**src/rtl/sfx_sequencer_if.sv**
```systemverilog
// Trigger/audio bundle between the Play block and the sound-effect sequencer.
// master drives the effect request, slave (the sequencer) drives the audio pins.
interface sfx_sequencer_if;
    logic [2:0] sound_code;
    logic       play_sound;
    logic       pwm;
    logic       amp_en;
    logic       busy;

    modport master (output sound_code, output play_sound, input pwm, input amp_en, input busy);
    modport slave  (input sound_code, input play_sound, output pwm, output amp_en, output busy);
endinterface

```
**src/rtl/sfx_sequencer.sv**
```systemverilog
// Sound-effect sequencer: plays a short ROM note sequence per code as a square wave on pwm.
// Optional SFX_QUEUE_EN adds a one-entry pending slot instead of preempting a running effect.
module sfx_sequencer #(
    parameter int unsigned CLK_HZ  = 100_000_000,
    parameter int unsigned NOTE_MS = 80,
    parameter int unsigned GAP_MS  = 20
) (
    input  logic           clk,
    input  logic           rstn,
    sfx_sequencer_if.slave sfx
);
    localparam int unsigned NOTE_TICKS = (CLK_HZ / 1000) * NOTE_MS;
    localparam int unsigned GAP_TICKS  = (CLK_HZ / 1000) * GAP_MS;
    localparam int unsigned TICK_MAX   = (NOTE_TICKS > GAP_TICKS) ? NOTE_TICKS : GAP_TICKS;
    localparam int unsigned TICK_W     = (TICK_MAX > 2) ? $clog2(TICK_MAX) : 1;

    localparam int unsigned HALF_F4 = CLK_HZ / (2 * 349);
    localparam int unsigned HALF_A4 = CLK_HZ / (2 * 440);
    localparam int unsigned HALF_C5 = CLK_HZ / (2 * 523);
    localparam int unsigned HALF_E5 = CLK_HZ / (2 * 659);
    localparam int unsigned HALF_G5 = CLK_HZ / (2 * 784);
    localparam int unsigned HALF_C6 = CLK_HZ / (2 * 1047);
    localparam int unsigned HALF_W  = (HALF_F4 > 2) ? $clog2(HALF_F4) : 1;

    typedef enum logic [1:0] {IDLE, TONE, GAP} state_t;
    typedef enum logic [2:0] {N_F4, N_A4, N_C5, N_E5, N_G5, N_C6} note_t;

    // Half-period counter terminal value (HALF-1) for each note.
    function automatic logic [HALF_W-1:0] half_lim_of(input note_t n);
        case (n)
            N_F4:    half_lim_of = HALF_W'(HALF_F4 - 1);
            N_A4:    half_lim_of = HALF_W'(HALF_A4 - 1);
            N_C5:    half_lim_of = HALF_W'(HALF_C5 - 1);
            N_E5:    half_lim_of = HALF_W'(HALF_E5 - 1);
            N_G5:    half_lim_of = HALF_W'(HALF_G5 - 1);
            N_C6:    half_lim_of = HALF_W'(HALF_C6 - 1);
            default: half_lim_of = HALF_W'(HALF_C5 - 1);
        endcase
    endfunction

    function automatic logic [2:0] seq_len(input logic [2:0] c);
        case (c)
            3'd1, 3'd7: seq_len = 3'd1;
            3'd2, 3'd4: seq_len = 3'd2;
            3'd3:       seq_len = 3'd3;
            3'd5, 3'd6: seq_len = 3'd4;
            default:    seq_len = 3'd0;
        endcase
    endfunction

    // Note ROM indexed by {code, note index}.
    function automatic note_t seq_note(input logic [2:0] c, input logic [1:0] i);
        case ({c, i})
            5'b001_00: seq_note = N_C5;
            5'b010_00: seq_note = N_G5;
            5'b010_01: seq_note = N_C5;
            5'b011_00: seq_note = N_C6;
            5'b011_01: seq_note = N_G5;
            5'b011_10: seq_note = N_C6;
            5'b100_00: seq_note = N_F4;
            5'b100_01: seq_note = N_F4;
            5'b101_00: seq_note = N_C5;
            5'b101_01: seq_note = N_E5;
            5'b101_10: seq_note = N_G5;
            5'b101_11: seq_note = N_C6;
            5'b110_00: seq_note = N_G5;
            5'b110_01: seq_note = N_E5;
            5'b110_10: seq_note = N_C5;
            5'b110_11: seq_note = N_F4;
            5'b111_00: seq_note = N_C6;
            default:   seq_note = N_C5;
        endcase
    endfunction

    state_t            state, state_nxt;
    logic [2:0]        code_q, code_nxt;
    logic [1:0]        idx_q, idx_nxt;
    logic [TICK_W-1:0] tick_q, tick_nxt;
    logic [HALF_W-1:0] half_q, half_nxt;
    logic              pwm_q, pwm_nxt;
    logic              busy_q, amp_q, busy_nxt;
    logic              play_q;

    logic              rise, valid_trig, tone_end, gap_end, last_note, seq_end;
    logic              load;
    logic [2:0]        load_code;
    logic [HALF_W-1:0] half_lim;

    assign rise       = sfx.play_sound & ~play_q;
    assign valid_trig = rise & (sfx.sound_code != 3'd0);
    assign tone_end   = (state == TONE) && (tick_q == TICK_W'(NOTE_TICKS - 1));
    assign gap_end    = (state == GAP)  && (tick_q == TICK_W'(GAP_TICKS - 1));
    assign last_note  = ({1'b0, idx_q} == (seq_len(code_q) - 3'd1));
    assign seq_end    = gap_end & last_note;
    assign half_lim   = half_lim_of(seq_note(code_q, idx_q));

`ifdef SFX_QUEUE_EN
    logic       pend_v;
    logic [2:0] pend_code;
    logic       trig_direct;

    // A trigger only starts directly when idle or on the very cycle the sequence ends.
    assign trig_direct = valid_trig & ((state == IDLE) | seq_end);
    assign load        = trig_direct | (seq_end & pend_v);
    assign load_code   = trig_direct ? sfx.sound_code : pend_code;

    always_ff @(posedge clk or negedge rstn) begin
        if (!rstn) begin
            pend_v    <= 1'b0;
            pend_code <= 3'd0;
        end else if (valid_trig && !trig_direct) begin
            pend_v    <= 1'b1;
            pend_code <= sfx.sound_code;
        end else if (seq_end) begin
            pend_v    <= 1'b0;
        end
    end
`else
    assign load      = valid_trig;
    assign load_code = sfx.sound_code;
`endif

    always_ff @(posedge clk or negedge rstn) begin
        if (!rstn) begin
            state  <= IDLE;
            code_q <= 3'd0;
            idx_q  <= 2'd0;
            tick_q <= '0;
            half_q <= '0;
            pwm_q  <= 1'b0;
            busy_q <= 1'b0;
            amp_q  <= 1'b0;
            play_q <= 1'b0;
        end else begin
            state  <= state_nxt;
            code_q <= code_nxt;
            idx_q  <= idx_nxt;
            tick_q <= tick_nxt;
            half_q <= half_nxt;
            pwm_q  <= pwm_nxt;
            busy_q <= busy_nxt;
            amp_q  <= busy_nxt;
            play_q <= sfx.play_sound;
        end
    end

    always_comb begin
        state_nxt = state;
        case (state)
            IDLE:    state_nxt = IDLE;
            TONE:    if (tone_end) state_nxt = GAP;
            GAP:     if (gap_end)  state_nxt = last_note ? IDLE : TONE;
            default: state_nxt = IDLE;
        endcase
        if (load) state_nxt = TONE;
    end

    // Counter/pwm next values; a load restarts the note engine from a clean note 0.
    always_comb begin
        code_nxt = code_q;
        idx_nxt  = idx_q;
        tick_nxt = tick_q;
        half_nxt = half_q;
        pwm_nxt  = pwm_q;
        case (state)
            TONE: begin
                if (tone_end) begin
                    tick_nxt = '0;
                    half_nxt = '0;
                    pwm_nxt  = 1'b0;
                end else begin
                    tick_nxt = tick_q + TICK_W'(1);
                    if (half_q == half_lim) begin
                        half_nxt = '0;
                        pwm_nxt  = ~pwm_q;
                    end else begin
                        half_nxt = half_q + HALF_W'(1);
                    end
                end
            end
            GAP: begin
                if (gap_end) begin
                    tick_nxt = '0;
                    half_nxt = '0;
                    pwm_nxt  = 1'b0;
                    idx_nxt  = last_note ? 2'd0 : idx_q + 2'd1;
                end else begin
                    tick_nxt = tick_q + TICK_W'(1);
                end
            end
            default: begin
                idx_nxt  = 2'd0;
                tick_nxt = '0;
                half_nxt = '0;
                pwm_nxt  = 1'b0;
            end
        endcase
        if (load) begin
            code_nxt = load_code;
            idx_nxt  = 2'd0;
            tick_nxt = '0;
            half_nxt = '0;
            pwm_nxt  = 1'b0;
        end
        busy_nxt = (state_nxt != IDLE);
    end

    assign sfx.pwm    = pwm_q;
    assign sfx.busy   = busy_q;
    assign sfx.amp_en = amp_q;
endmodule

```
**src/flat_wrapper.sv**
```systemverilog
// flat-port wrapper written by rule: the top's interface ports become plain ports
module sfx_sequencer_flat 
#(
    parameter int unsigned CLK_HZ  = 100_000_000,
    parameter int unsigned NOTE_MS = 80,
    parameter int unsigned GAP_MS  = 20
)
  (clk, rstn, sfx_sound_code, sfx_play_sound, sfx_pwm, sfx_amp_en, sfx_busy);
  sfx_sequencer_if sfx_i ();
  input  logic clk;
  input  logic rstn;
  input wire logic [$bits(sfx_i.sound_code)-1:0] sfx_sound_code;
  input wire logic [$bits(sfx_i.play_sound)-1:0] sfx_play_sound;
  output wire logic [$bits(sfx_i.pwm)-1:0] sfx_pwm;
  output wire logic [$bits(sfx_i.amp_en)-1:0] sfx_amp_en;
  output wire logic [$bits(sfx_i.busy)-1:0] sfx_busy;
  assign sfx_i.sound_code = sfx_sound_code;
  assign sfx_i.play_sound = sfx_play_sound;
  assign sfx_pwm = sfx_i.pwm;
  assign sfx_amp_en = sfx_i.amp_en;
  assign sfx_busy = sfx_i.busy;
  sfx_sequencer #(.CLK_HZ(CLK_HZ), .NOTE_MS(NOTE_MS), .GAP_MS(GAP_MS)) u_core (.clk(clk), .rstn(rstn), .sfx(sfx_i));
endmodule
```
**config.mk**
```make
export PLATFORM = sky130hd
export DESIGN_NAME = sfx_sequencer_flat
export DESIGN_NICKNAME = d
export VERILOG_FILES = /design/src/rtl/sfx_sequencer_if.sv /design/src/rtl/sfx_sequencer.sv /design/src/flat_wrapper.sv
export SDC_FILE = /design/constraint.sdc
export NUM_CORES = 1
export LEC_CHECK = 0
export ABC_CLOCK_PERIOD_IN_PS = 3000
export BUFFER_PORTS_ARGS = -buffer_cell sky130_fd_sc_hd__buf_2
export CAP_MARGIN = 10
export CELL_PAD_IN_SITES_DETAIL_PLACEMENT = 0
export CELL_PAD_IN_SITES_GLOBAL_PLACEMENT = 2
export CORE_MARGIN = 2
export CORE_UTILIZATION = 36
export DETAILED_ROUTE_END_ITERATION = 8
export PLACE_DENSITY_LB_ADDON = 0.08
export SLEW_MARGIN = 20
export SYNTH_ARGS = -nofsm -noshare
export SYNTH_HDL_FRONTEND = slang
export SYNTH_SLANG_ARGS = --single-unit
```
**constraint.sdc**
```tcl
create_clock -name clk -period 3 [get_ports clk]
set_input_delay 0.3 -clock clk [delete_from_list [all_inputs] [get_ports clk]]
set_output_delay 0.3 -clock clk [all_outputs]
set_load 0.02 [all_outputs]
```
# Yosys cells after proc, flatten, opt, wreduce, memory -nomap -nowiden

Memories as Yosys holds them, arrays and structs flattened.
Index checks and enable logic that the tools add are counted.

Bitwise logic cells: 4
Muxes and demuxes: 25
Equality and inequality tests: 20
$add $sub $neg: 4
Reductions and logical operators: 10

Operator list:

| operator                                                                 | count |
|---|---|
| 18-bit one-hot mux with 5 select lines                                   | 1 |
| 18-bit 2-to-1 mux                                                        | 4 |
| 23-bit 2-to-1 mux                                                        | 3 |
| 23-bit one-hot mux with 2 select lines                                   | 1 |
| 18-bit one-hot mux with 2 select lines                                   | 1 |
| 23-bit by 1-bit adder with 23-bit output (second input constant)         | 1 |
| 23-bit by 21-bit equality test with 1-bit output (second input constant) | 1 |
| 23-bit equality test (second input constant)                             | 1 |
| 18-bit by 1-bit adder with 18-bit output (second input constant)         | 1 |
| 18-bit equality test                                                     | 1 |
| 3-bit equality test (second input constant)                              | 6 |
| 2-bit 2-to-1 mux                                                         | 6 |
| 3-bit one-hot mux with 4 select lines                                    | 1 |
| 3-bit by 2-bit equality test with 1-bit output (second input constant)   | 3 |
| 2-bit one-hot mux with 2 select lines                                    | 2 |
| 3-bit by 1-bit equality test with 1-bit output (second input constant)   | 2 |
| 2-bit OR reduction                                                       | 3 |
| 1-bit 2-to-1 mux                                                         | 5 |
| 4-bit by 2-bit != test with 1-bit output (second input constant)         | 1 |
| 2-bit AND reduction                                                      | 2 |
| 2-bit by 3-bit equality test with 1-bit output                           | 1 |
| 3-bit logical NOT                                                        | 1 |
| 3-bit by 1-bit != test with 1-bit output (second input constant)         | 1 |
| 3-bit nonzero test                                                       | 1 |
| 10 further kinds                                                         | 13 |

Input port bits: 6
ROM bits: 96
Memories kept: 1
Logic and storage cells: 72
Register bits after elaboration: 51

Memory list:

| memory          | words | bits a word | read ports | clocked after Yosys merged registers in | wr ports | line                | text |
|---|---|---|---|---|---|---|---|
| (no name shown) | 32    | 3           | 1          | 0                                       | 0        | sfx_sequencer.sv:53 | `case ({c, i})` |

# Depth between registers and ports, before layout

Gate-level depths: netlist of the first run.

Depth in word-level cells: 10
Gate-level depth with buffers: 13

# Least setup slack after synthesis of the first run

No wires, ideal clock.

Path type: flip-flop to flip-flop
Start point: reg u_core.idx_q[0]
End point: reg u_core.half_q[17]
Period minus slack after synthesis: 2943 ps
Path buffers: 1
Library setup time: 81 ps
Setup slack: 57 ps
Cell stages (with the launch flop): 13
Data arrival time: 2861 ps
Path through: dfrtp_1 > inv_1 > ha_1 > or2_1 > a311oi_4 > or2_1 > buf_6 > or3_1 > o221ai_1 > o2111ai_1 > and4b_4 > or4_4 > o211ai_2

Cells in the longest elaborated chain, start to end: 8
Elaborated cells on any way between the ends: 12
Those cells by class: 5 x eq/ne; 5 x mux; 1 x reduce/logical; 1 x memory

Ends and longest elaborated chain:

| what                                        | line                 | text |
|---|---|---|
| start: declaration                          | sfx_sequencer.sv:77  | `logic [1:0] idx_q, idx_nxt;` |
| start signal: assignment                    | sfx_sequencer.sv:137 | `idx_q <= idx_nxt;` |
| memory read 32 x 3 bit (*)                  | n/a                  |  |
| 3-bit equality test (tied with other cells) | sfx_sequencer.sv:30  | `case (n)` |
| 18-bit one-hot mux with 5 select lines (*)  | sfx_sequencer.sv:30  |  |
| 18-bit equality test (*)                    | sfx_sequencer.sv:173 | `if (half_q == half_lim) begin` |
| 18-bit 2-to-1 mux (*)                       | sfx_sequencer.sv:173 |  |
| 18-bit 2-to-1 mux (*)                       | sfx_sequencer.sv:167 | `if (tone_end) begin` |
| 18-bit one-hot mux with 2 select lines (*)  | sfx_sequencer.sv:165 | `case (state)` |
| 18-bit 2-to-1 mux (*)                       | sfx_sequencer.sv:198 | `if (load) begin` |
| end signal: assignment                      | sfx_sequencer.sv:139 | `half_q <= half_nxt;` |
| end: declaration                            | sfx_sequencer.sv:79  | `logic [HALF_W-1:0] half_q, half_nxt;` |

Every way passes the cells marked *; elsewhere a longest branch is shown, timed or not.
A chain may end at the register's enable or synchronous reset.

# Final worst setup path of the first run

Start point: reg u_core.idx_q[1]
End point: reg u_core.half_q[0]

Same word-level chain as after synthesis.

==> metrics.yaml, run 1 <==
status: "finished clean"
place.gp.congestion: 0.881
nets: 410
hpwl_um: 5740
drtIter0Drc: 122
grt_pass1_vias: 2631
antenna_found_initial: 0
start_util: 0.368
hold_class: "primary input to flip-flop"
grt_util_met2: 0.265
rsz0062_at_grt: "true"
start_kind: "flip-flop"
io-pin-count: 9
met1_usage: 0.221
worstPathArrival_ns: 3.15
drive_gt1_frac: 0.201
syn_to_final_growth_pct: 14.1
synth_area_um2: 3380
grt_util_met3: 0.0284
routedWlPerCell_um: 15.2
design_area_um2: 3860
path_clk_slew_ns: 0.10
first_pass_iters: 4
path_max_fanout: 7
cts_tree: "built"
hold_viol_final: 0
cts_root_buf: "clkbuf_8"
worst_clock_skew_ns: 0.00458
max_cap_violations: 0
worstPathRequired_ns: 3.20
fin_crit_ns: 2.95
whs_path_depth: 1
clock_latency_ns: 0.30
critPathKind: "flip-flop to flip-flop"
synth_edf_count: 0
layout_common_cells: "58 x nor2_1, 50 x dfrtp_1, 28 x nand2_1"
yosysWarnings: 0
cp-endpoint: "u_core.half_q[0]$_DFFE_PN0P_"
ys_ff_latch: 51
coreArea_um2: 9200
cts.sinks: 51
p_leak_nw: 1.54
drc: 0
startpoint: "u_core.idx_q[1]$_DFFE_PN0P_"
grt-ovfl-total: 0
nFillCells: 947
vias_per_cell: 5.29
synthDistinctLibCells: 78
port-buffer-count: 8
grt_pass1_wl_um: 13100
cts_buffers: 5
htree_levels: 2
syn_inst: 364
die_area_um2: 10200
crit_path_end_kind: "flip-flop"
synth_fp_nets: 382
tightest_slew_ns: 0.549
synthFlopType: "dfrtp_1"
layout_commonest_cell: "nor2_1"
postRouteAntennaNets: 0
rows: 35
avgSynthCellArea_um2: 9.29
yosysSeqAreaShare: 0.377
die_w_um: 101
whs_ns: 0.106
dr_total_vias: 2665
pwr_density_cell_nw_per_um2: 381
setup_viol: 0
ctsLongestPathBuffers: 2
regToRegStartpoint: "u_core.idx_q[1]$_DFFE_PN0P_"
track_usage: 0.162
slew_headroom: 0.634
drt-total-wl_um: 7660
placed_area_um2: 3620
reg2reg_slack_ns: 0.05
fmax_ghz: 0.339
drv_slew: 0
async_flop_share: 1.00
diodes: 0
die_y_um: 101
peakVddDrop_uv: 179
grt_max_degree: 35
tns_ns: 0
layout_worst_path_cycle_share: 0.984
top_usage_layer: "met2"
reg2reg_to: "u_core.half_q[0]$_DFFE_PN0P_"
reg2reg_depth: 12
==> logic make-up after synthesis <==
kind of cell,Yosys count,synth area share
buffers and inverters,26,0.0388
muxes,4,0.0152
AOI/OAI and AO/OA,54,0.143
and+or+nand+nor,176,0.276
adders and majority gates,12,0.0444
DFF,51,0.377
xor gates and xnor gates,41,0.106
==> worst max-delay path, cell delays in order, from the launching register on <==
cell and delay [ns]:
dfrtp_1 0.41, inv_2 0.07, buf_6 0.12, ha_4 0.16, mux2_4 0.28, o211a_4 0.28, nor2_4 0.20, mux2i_1 0.21
a32oi_1 0.12, a221oi_2 0.30, and4b_4 0.33, nor4_4 0.07, mux2_4 0.29
==> metal layers <==
| layer | share of wire | vias up |
|---|---|---|
| li1 | - | 1343 |
| met1 | 0.51 | 1291 |
| met2 | 0.46 | 23 |
| met3 | 0.016 | 8 |
| met4 | 0.013 | 0 |
| met5 | 0 | - |
==> final cells by class <==
class / instances / area [um^2] / share of cell area
Multi-Input combinational cell: 287 / 2060 / 0.535
Inverter: 15 / 56.3 / 0.0146
Clock buffer: 5 / 68.8 / 0.0178
Clock inverter: 3 / 20.0 / 0.00519
Tap cell: 111 / 139 / 0.0360
Timing Repair Buffer: 32 / 234 / 0.0606
Sequential cell: 51 / 1280 / 0.331
==> power by group <==
group | switching, mW | internal, mW
Combinational | 0.191 | 0.158
Clock | 0.241 | 0.163
Sequential | 0.0196 | 0.697
Total | 0.452 | 1.02
==> stage by stage <==
step	total power [mW]	utilization	setup WS (ns)	cells
3_3_place_gp	1.04	0.394	-0.0446	490
6_report	1.47	0.420	0.0480	504
4_1_cts	1.46	0.408	0.00222	500
3_5_place_dp	1.04	0.394	-0.0540	490
2_1_floorplan	0.954	-	0.0571	364
5_1_grt	1.56	0.420	-0.0586	504
==> cells in the mapped netlist (3+ instances only) <==
| master | number | area (um^2) |
|---|---|---|
| or2_1 | 3 | 18.8 |
| and3_1 | 6 | 37.5 |
| inv_1 | 15 | 56.3 |
| xor2_1 | 19 | 166 |
| dfrtp_1 | 51 | 1280 |
| a21oi_1 | 4 | 20.0 |
| and2_1 | 3 | 18.8 |
| buf_4 | 3 | 22.5 |
| nor3_1 | 8 | 40.0 |
| o21ai_0 | 8 | 40.0 |
| nand2b_1 | 6 | 37.5 |
| nor2b_1 | 4 | 25.0 |
| buf_6 | 3 | 33.8 |
| nand4_1 | 8 | 50.1 |
| xnor2_1 | 22 | 193 |
| clkbuf_1 | 5 | 18.8 |
| a22o_1 | 3 | 26.3 |
| ha_1 | 12 | 150 |
| nand2_1 | 28 | 105 |
| or3_1 | 3 | 18.8 |
| o211ai_1 | 4 | 30.0 |
| nand3_1 | 20 | 100 |
| and4_1 | 5 | 43.8 |
| nor2_1 | 58 | 218 |
==> how the worst min path moves through the flow <==
stage | from | slack, ns | to
floorplan | rstn | 0.004 | u_core.code_q[0]$_DFFE_PN0P_
global placement | rstn | 0.25 | u_core.code_q[2]$_DFFE_PN0P_
detailed placement | rstn | 0.27 | u_core.code_q[1]$_DFFE_PN0P_
CTS | sfx_play_sound | 0.10 | u_core.play_q$_DFF_PN0_
global route | sfx_play_sound | 0.09 | u_core.play_q$_DFF_PN0_
finish | sfx_play_sound | 0.11 | u_core.play_q$_DFF_PN0_
==> what timing repair did <==
| action | in CTS | in global routing |
|---|---|---|
| endpoints found under the hold margin | 17 | 0 |
| gates cloned | 0 | 0 |
| hold buffers | 1 | 0 |
| buffers inserted | 1 | 4 |
| pin swaps | 0 | 21 |
| setup endpoints to repair | 17 | 19 |
| resized for setup | 5 | 19 |
==> registers in the layout, indices dropped and copies added (netlist names) <==
signal	count
u_core.play_q	1
u_core.sfx.pwm	1
u_core.idx_q	2
u_core.code_q	3
u_core.tick_q	23
u_core.half_q	18
u_core.state	2
u_core.sfx.busy	1
No activity file was read; power rests on OpenSTA's default activity.
==> inputs of run 2 (changes only) <==
- ABC_CLOCK_PERIOD_IN_PS: 3000 -> 3350
- CORE_UTILIZATION: 36 -> 40
- RECOVER_POWER: not set -> 50
- clock period: 3 -> 3.35 ns (I/O delays scaled with it)
==> run 2 against run 1 <==
The run now ends with max-capacitance violations, max-slew violations left. Setup slack better by 0.14 ns. Cell count fell by 5.0%. Wire length fell by 5.1%. Clock power decreased by 15%. Fmax fell by 6.6%. Via count down 1.9%. Sequential share of layout area grew 2.3 points.
==> metrics.yaml, run 2 (synthesis gave the netlist of run 1 again) <==
status: "finished, violations left"
violations: "max-capacitance violations, max-slew violations"
top_usage_layer: "met2"
worstPathArrival_ns: 3.39
syn_to_final_growth_pct: 6.51
grt-ovfl-total: 0
post_cts_buffers: 0
design_area_um2: 3600
port-buffer-count: 8
top_register: "u_core.tick_q"
largest_reg_flops: 23
path_clk_slew_ns: 0.08
worstPathRequired_ns: 3.58
critPathKind: "flip-flop to flip-flop"
rows: 33
hpwl_um: 5420
max_cap_violations: 1
track_usage: 0.178
start_kind: "flip-flop"
path_max_fanout: 9
report.power.total_mw: 1.24
post_cts_resized: 0
tightest_slew_ns: 1.54
drv_slew: 29
peakVddDrop_uv: 190
tns_ns: 0
drive_gt1_frac: 0.126
crit_path_end_kind: "flip-flop"
drt-total-wl_um: 7270
vias_per_cell: 5.46
hold_class: "primary input to flip-flop"
grt_pass1_vias: 2622
nets: 393
placed_area_um2: 3530
first_pass_iters: 4
io-pin-count: 9
dp_cells: 473
postLayoutCoreUtil: 0.439
cts_root_buf: "clkbuf_8"
routedWlPerCell_um: 15.2
layout_worst_path_cycle_share: 0.943
slew_headroom: -0.0292
rsz0062_at_grt: "false"
cts_buffers: 5
fmax_ghz: 0.317
whs_ns: 0.153
dr_total_vias: 2614
place.gp.congestion: 0.836
met1_usage: 0.236
worst_clock_skew_ns: 0.00914
ctsLongestPathBuffers: 2
antenna_found_initial: 0
fin_crit_ns: 3.16
layout_commonest_cell: "nor2_1"
start_util: 0.412
die_w_um: 96.0
grt_max_degree: 29
setup_viol: 0
diodes: 0
grt_util_met3: 0.0243
die_area_um2: 9210
postRouteAntennaNets: 0
p_leak_nw: 1.43
coreArea_um2: 8220
drtIter0Drc: 131
clock_latency_ns: 0.30
instances_no_fill: 479
grt_pass1_wl_um: 12800
place_ws_ns: 0.248
biggestRegsByFlops: "u_core.tick_q (23), u_core.half_q (18), u_core.code_q (3)"
worst_slack_ns: 0.191
hold_viol_final: 0
hold_buffers: 0
cts_tree: "built"
grt_util_met2: 0.302
layout_common_cells: "58 x nor2_1, 51 x dfrtp_1, 28 x nand2_1"
die_y_um: 96.0
htree_levels: 2
pwr_density_cell_nw_per_um2: 343
cts.sinks: 51
drc: 0
-- run 2: final timing paths --
check | startpoint | endpoint | slack [ns] | cells after the start
max in group asynchronous | rstn | u_core.half_q[17]$_DFFE_PN0P_ | 0.95 | 2
setup / recovery | u_core.idx_q[0]$_DFFE_PN0P_ | u_core.half_q[17]$_DFFE_PN0P_ | 0.19 | 11
min in group asynchronous | rstn | u_core.sfx.busy$_DFF_PN0_ | 0.33 | 1
setup reg to reg | u_core.idx_q[0]$_DFFE_PN0P_ | u_core.half_q[17]$_DFFE_PN0P_ | 0.19 | 11
hold / removal | sfx_play_sound | u_core.play_q$_DFF_PN0_ | 0.15 | 1
hold reg to reg | u_core.tick_q[0]$_DFF_PN0_ | u_core.tick_q[0]$_DFF_PN0_ | 0.53 | 1
-- run 2: critical path, stage by stage, from the launching register on --
cell,delay [ns]
dfrtp_1,0.38
inv_1,0.13
ha_1,0.27
or2_1,0.25
a311oi_4,0.41
or2_1,0.35
or3_1,0.16
o221ai_1,0.10
o2111ai_1,0.18
and4b_4,0.25
or4_4,0.51
o211ai_2,0.08
-- run 2: per-layer routing --
metal | up-vias | routed length [um]
li1 | 1309 | -
met4 | 0 | 161
met3 | 12 | 205
met5 | - | 0
met2 | 38 | 3470
met1 | 1255 | 3430
-- run 2: cell type report --
type,instances,area (um^2)
fill,802,4610
multi-input combinational,287,1980
sequential,51,1280
tap,105,131
timing repair buffer,15,87.6
clock buffer,5,68.8
inverter,15,56.3
clock inverter,1,7.51
-- run 2: where the power goes --
part	internal, mW	switching (mW)
logic	0.100	0.152
clock network	0.139	0.202
registers	0.623	0.0179
==> inputs of run 3 (changes only) <==
- BUFFER_PORTS_ARGS: -buffer_cell sky130_fd_sc_hd__buf_2 -> -buffer_cell sky130_fd_sc_hd__clkbuf_2
==> run 3 against run 2 <==
The flow still finishes with violations (max-capacitance violations, max-slew violations). First-iteration DRC count fell by 9.9%. Via count shrank 1.0%. Count of clock-buffer cells in the layout rose by 1. Clock skew decreased by 0.0033 ns. Largest cell class unchanged. Critical path type unchanged. Fmax is 0.46% higher. Non-clock buffer count stayed put. Critical path depth did not move. Critical endpoint unchanged. Register-to-register slack barely moved. Wire length rose by 1.0%. Cell count rose by 0.42%.
==> metrics.yaml, run 3 (synthesis gave the netlist of run 1 again) <==
p_leak_nw: 1.44
post_cts_resized: 0
critPathKind: "flip-flop to flip-flop"
max_stage_delay_ns: 0.51
worst_path_max_delay_cell: "or4_4"
cts_buffers: 5
reg2reg_slack_ns: 0.21
swShare: 0.304
die_y_um: 96.0
largest_reg_flops: 23
io-pin-count: 9
drt-total-wl_um: 7340
worst_clock_skew_ns: 0.00586
switching_power_mw: 0.389
biggestRegsByFlops: "u_core.tick_q (23), u_core.half_q (18), u_core.code_q (3)"
hold_viol_final: 0
track_usage: 0.177
syn_to_final_growth_pct: 7.17
cts.sinks: 51
hpwl_um: 5400
p_clk_frac: 0.303
max_cap_violations: 1
combPwrFrac: 0.196
top_register: "u_core.tick_q"
grt_pass1_wl_um: 12700
layout_common_cells: "58 x nor2_1, 51 x dfrtp_1, 28 x nand2_1"
ctsLongestPathBuffers: 2
worstPathRequired_ns: 3.58
peakVddDrop_uv: 161
first_pass_iters: 4
pwr_density_cell_nw_per_um2: 353
postRouteAntennaNets: 0
vias_per_cell: 5.38
p_int_mw: 0.893
drtIter0Drc: 118
start_util: 0.412
status: "finished, violations left"
die_area_um2: 9210
cp_num_buf_inv: 1
crit_path_end_kind: "flip-flop"
nets: 393
diodes: 0
cts_tree: "built"
clock_latency_ns: 0.31
violations: "max-capacitance violations, max-slew violations"
tightest_slew_ns: 1.82
design_area_um2: 3630
worstPathArrival_ns: 3.38
tns_ns: 0
critPathTopFamily: "simple AND/OR/NAND/NOR gates"
nFillCells: 821
antenna_found_initial: 0
layout_worst_path_cycle_share: 0.939
setup_viol: 0
path_clk_slew_ns: 0.09
seqPwrFrac: 0.501
grt_max_degree: 32
grt_pass1_vias: 2534
cp_cell_sequence: "inv_1 -> ha_1 -> or2_1 -> a311oi_4 -> or2_1 -> or3_1 -> o221ai_1 -> o2111ai_1 -> and4b_4 -> or4_4 -> o211ai_2"
whs_ns: 0.146
cpMostUsedCell: "or2_1"
rows: 33
placed_area_um2: 3530
die_w_um: 96.0
fmax_ghz: 0.318
routedWlPerCell_um: 15.3
grt-ovfl-total: 0
post_cts_buffers: 0
hold_buffers: 0
place.gp.congestion: 0.826
drc: 0
start_kind: "flip-flop"
report.power.total_mw: 1.28
fin_crit_ns: 3.14
cts_root_buf: "clkbuf_8"
hold_class: "primary input to flip-flop"
slew_headroom: -0.216
port-buffer-count: 8
path_max_fanout: 9
drv_slew: 32
layout_commonest_cell: "nor2_1"
rsz0062_at_grt: "false"
htree_levels: 2
drive_gt1_frac: 0.130
coreArea_um2: 8220
dr_total_vias: 2587
==> run 3: worst paths after layout <==
| kind | start | cells past startpoint | to |
|---|---|---|---|
| hold reg to reg | u_core.tick_q[0]$_DFF_PN0_ | 1 | u_core.tick_q[0]$_DFF_PN0_ |
| setup reg to reg | u_core.idx_q[0]$_DFFE_PN0P_ | 11 | u_core.half_q[17]$_DFFE_PN0P_ |
| min in group asynchronous | rstn | 1 | u_core.code_q[2]$_DFFE_PN0P_ |
| hold / removal | sfx_play_sound | 1 | u_core.play_q$_DFF_PN0_ |
| max in group asynchronous | rstn | 2 | u_core.tick_q[8]$_DFF_PN0_ |
| setup / recovery | u_core.idx_q[0]$_DFFE_PN0P_ | 11 | u_core.half_q[17]$_DFFE_PN0P_ |
==> run 3: layout make-up <==
| type | instances | area, um^2 | share of cell area |
|---|---|---|---|
| multi-input combinational | 287 | 1980 | 0.545 |
| sequential | 51 | 1280 | 0.352 |
| tap | 105 | 131 | 0.0362 |
| timing repair buffer | 15 | 87.6 | 0.0242 |
| clock buffer | 6 | 82.6 | 0.0228 |
| inverter | 15 | 56.3 | 0.0155 |
| clock inverter | 2 | 16.3 | 0.00449 |
==> run 3: power by group through the flow <==
stage,Sequential (mW),Combinational (mW),Clock (mW)
finish,0.642,0.251,0.389
global placement,0.653,0.257,0
detailed placement,0.654,0.252,0
CTS,0.642,0.254,0.408
global route,0.644,0.278,0.439
floorplan,0.643,0.211,0
==> run 3: worst register-to-register path: cells and delay by family (launching register included) <==
family / cells / cell delay [ns]
and+or+nand+nor: 5 / 1.52
AOI/OAI and AO/OA: 4 / 0.77
adders and majority gates: 1 / 0.27
buffers and inverters: 1 / 0.13
DFF: 1 / 0.39
==> run 3: per-stage QoR <==
| stage | util | instances | setup WS [ns] |
|---|---|---|---|
| 5_1_grt | 0.441 | 481 | 0.0790 |
| 2_1_floorplan | - | 364 | 0.407 |
| 4_1_cts | 0.442 | 481 | 0.227 |
| 3_5_place_dp | 0.430 | 473 | 0.258 |
| 3_3_place_gp | 0.430 | 473 | 0.237 |
| 6_report | 0.441 | 481 | 0.205 |
==> run 3: routing by layer <==
metal / vias up / track usage / wire [um]
met5: - / 0 / 0
met4: 0 / 0.0429 / 80
met3: 8 / 0.0313 / 204
met2: 43 / 0.289 / 3460
met1: 1228 / 0.244 / 3600
li1: 1308 / - / -
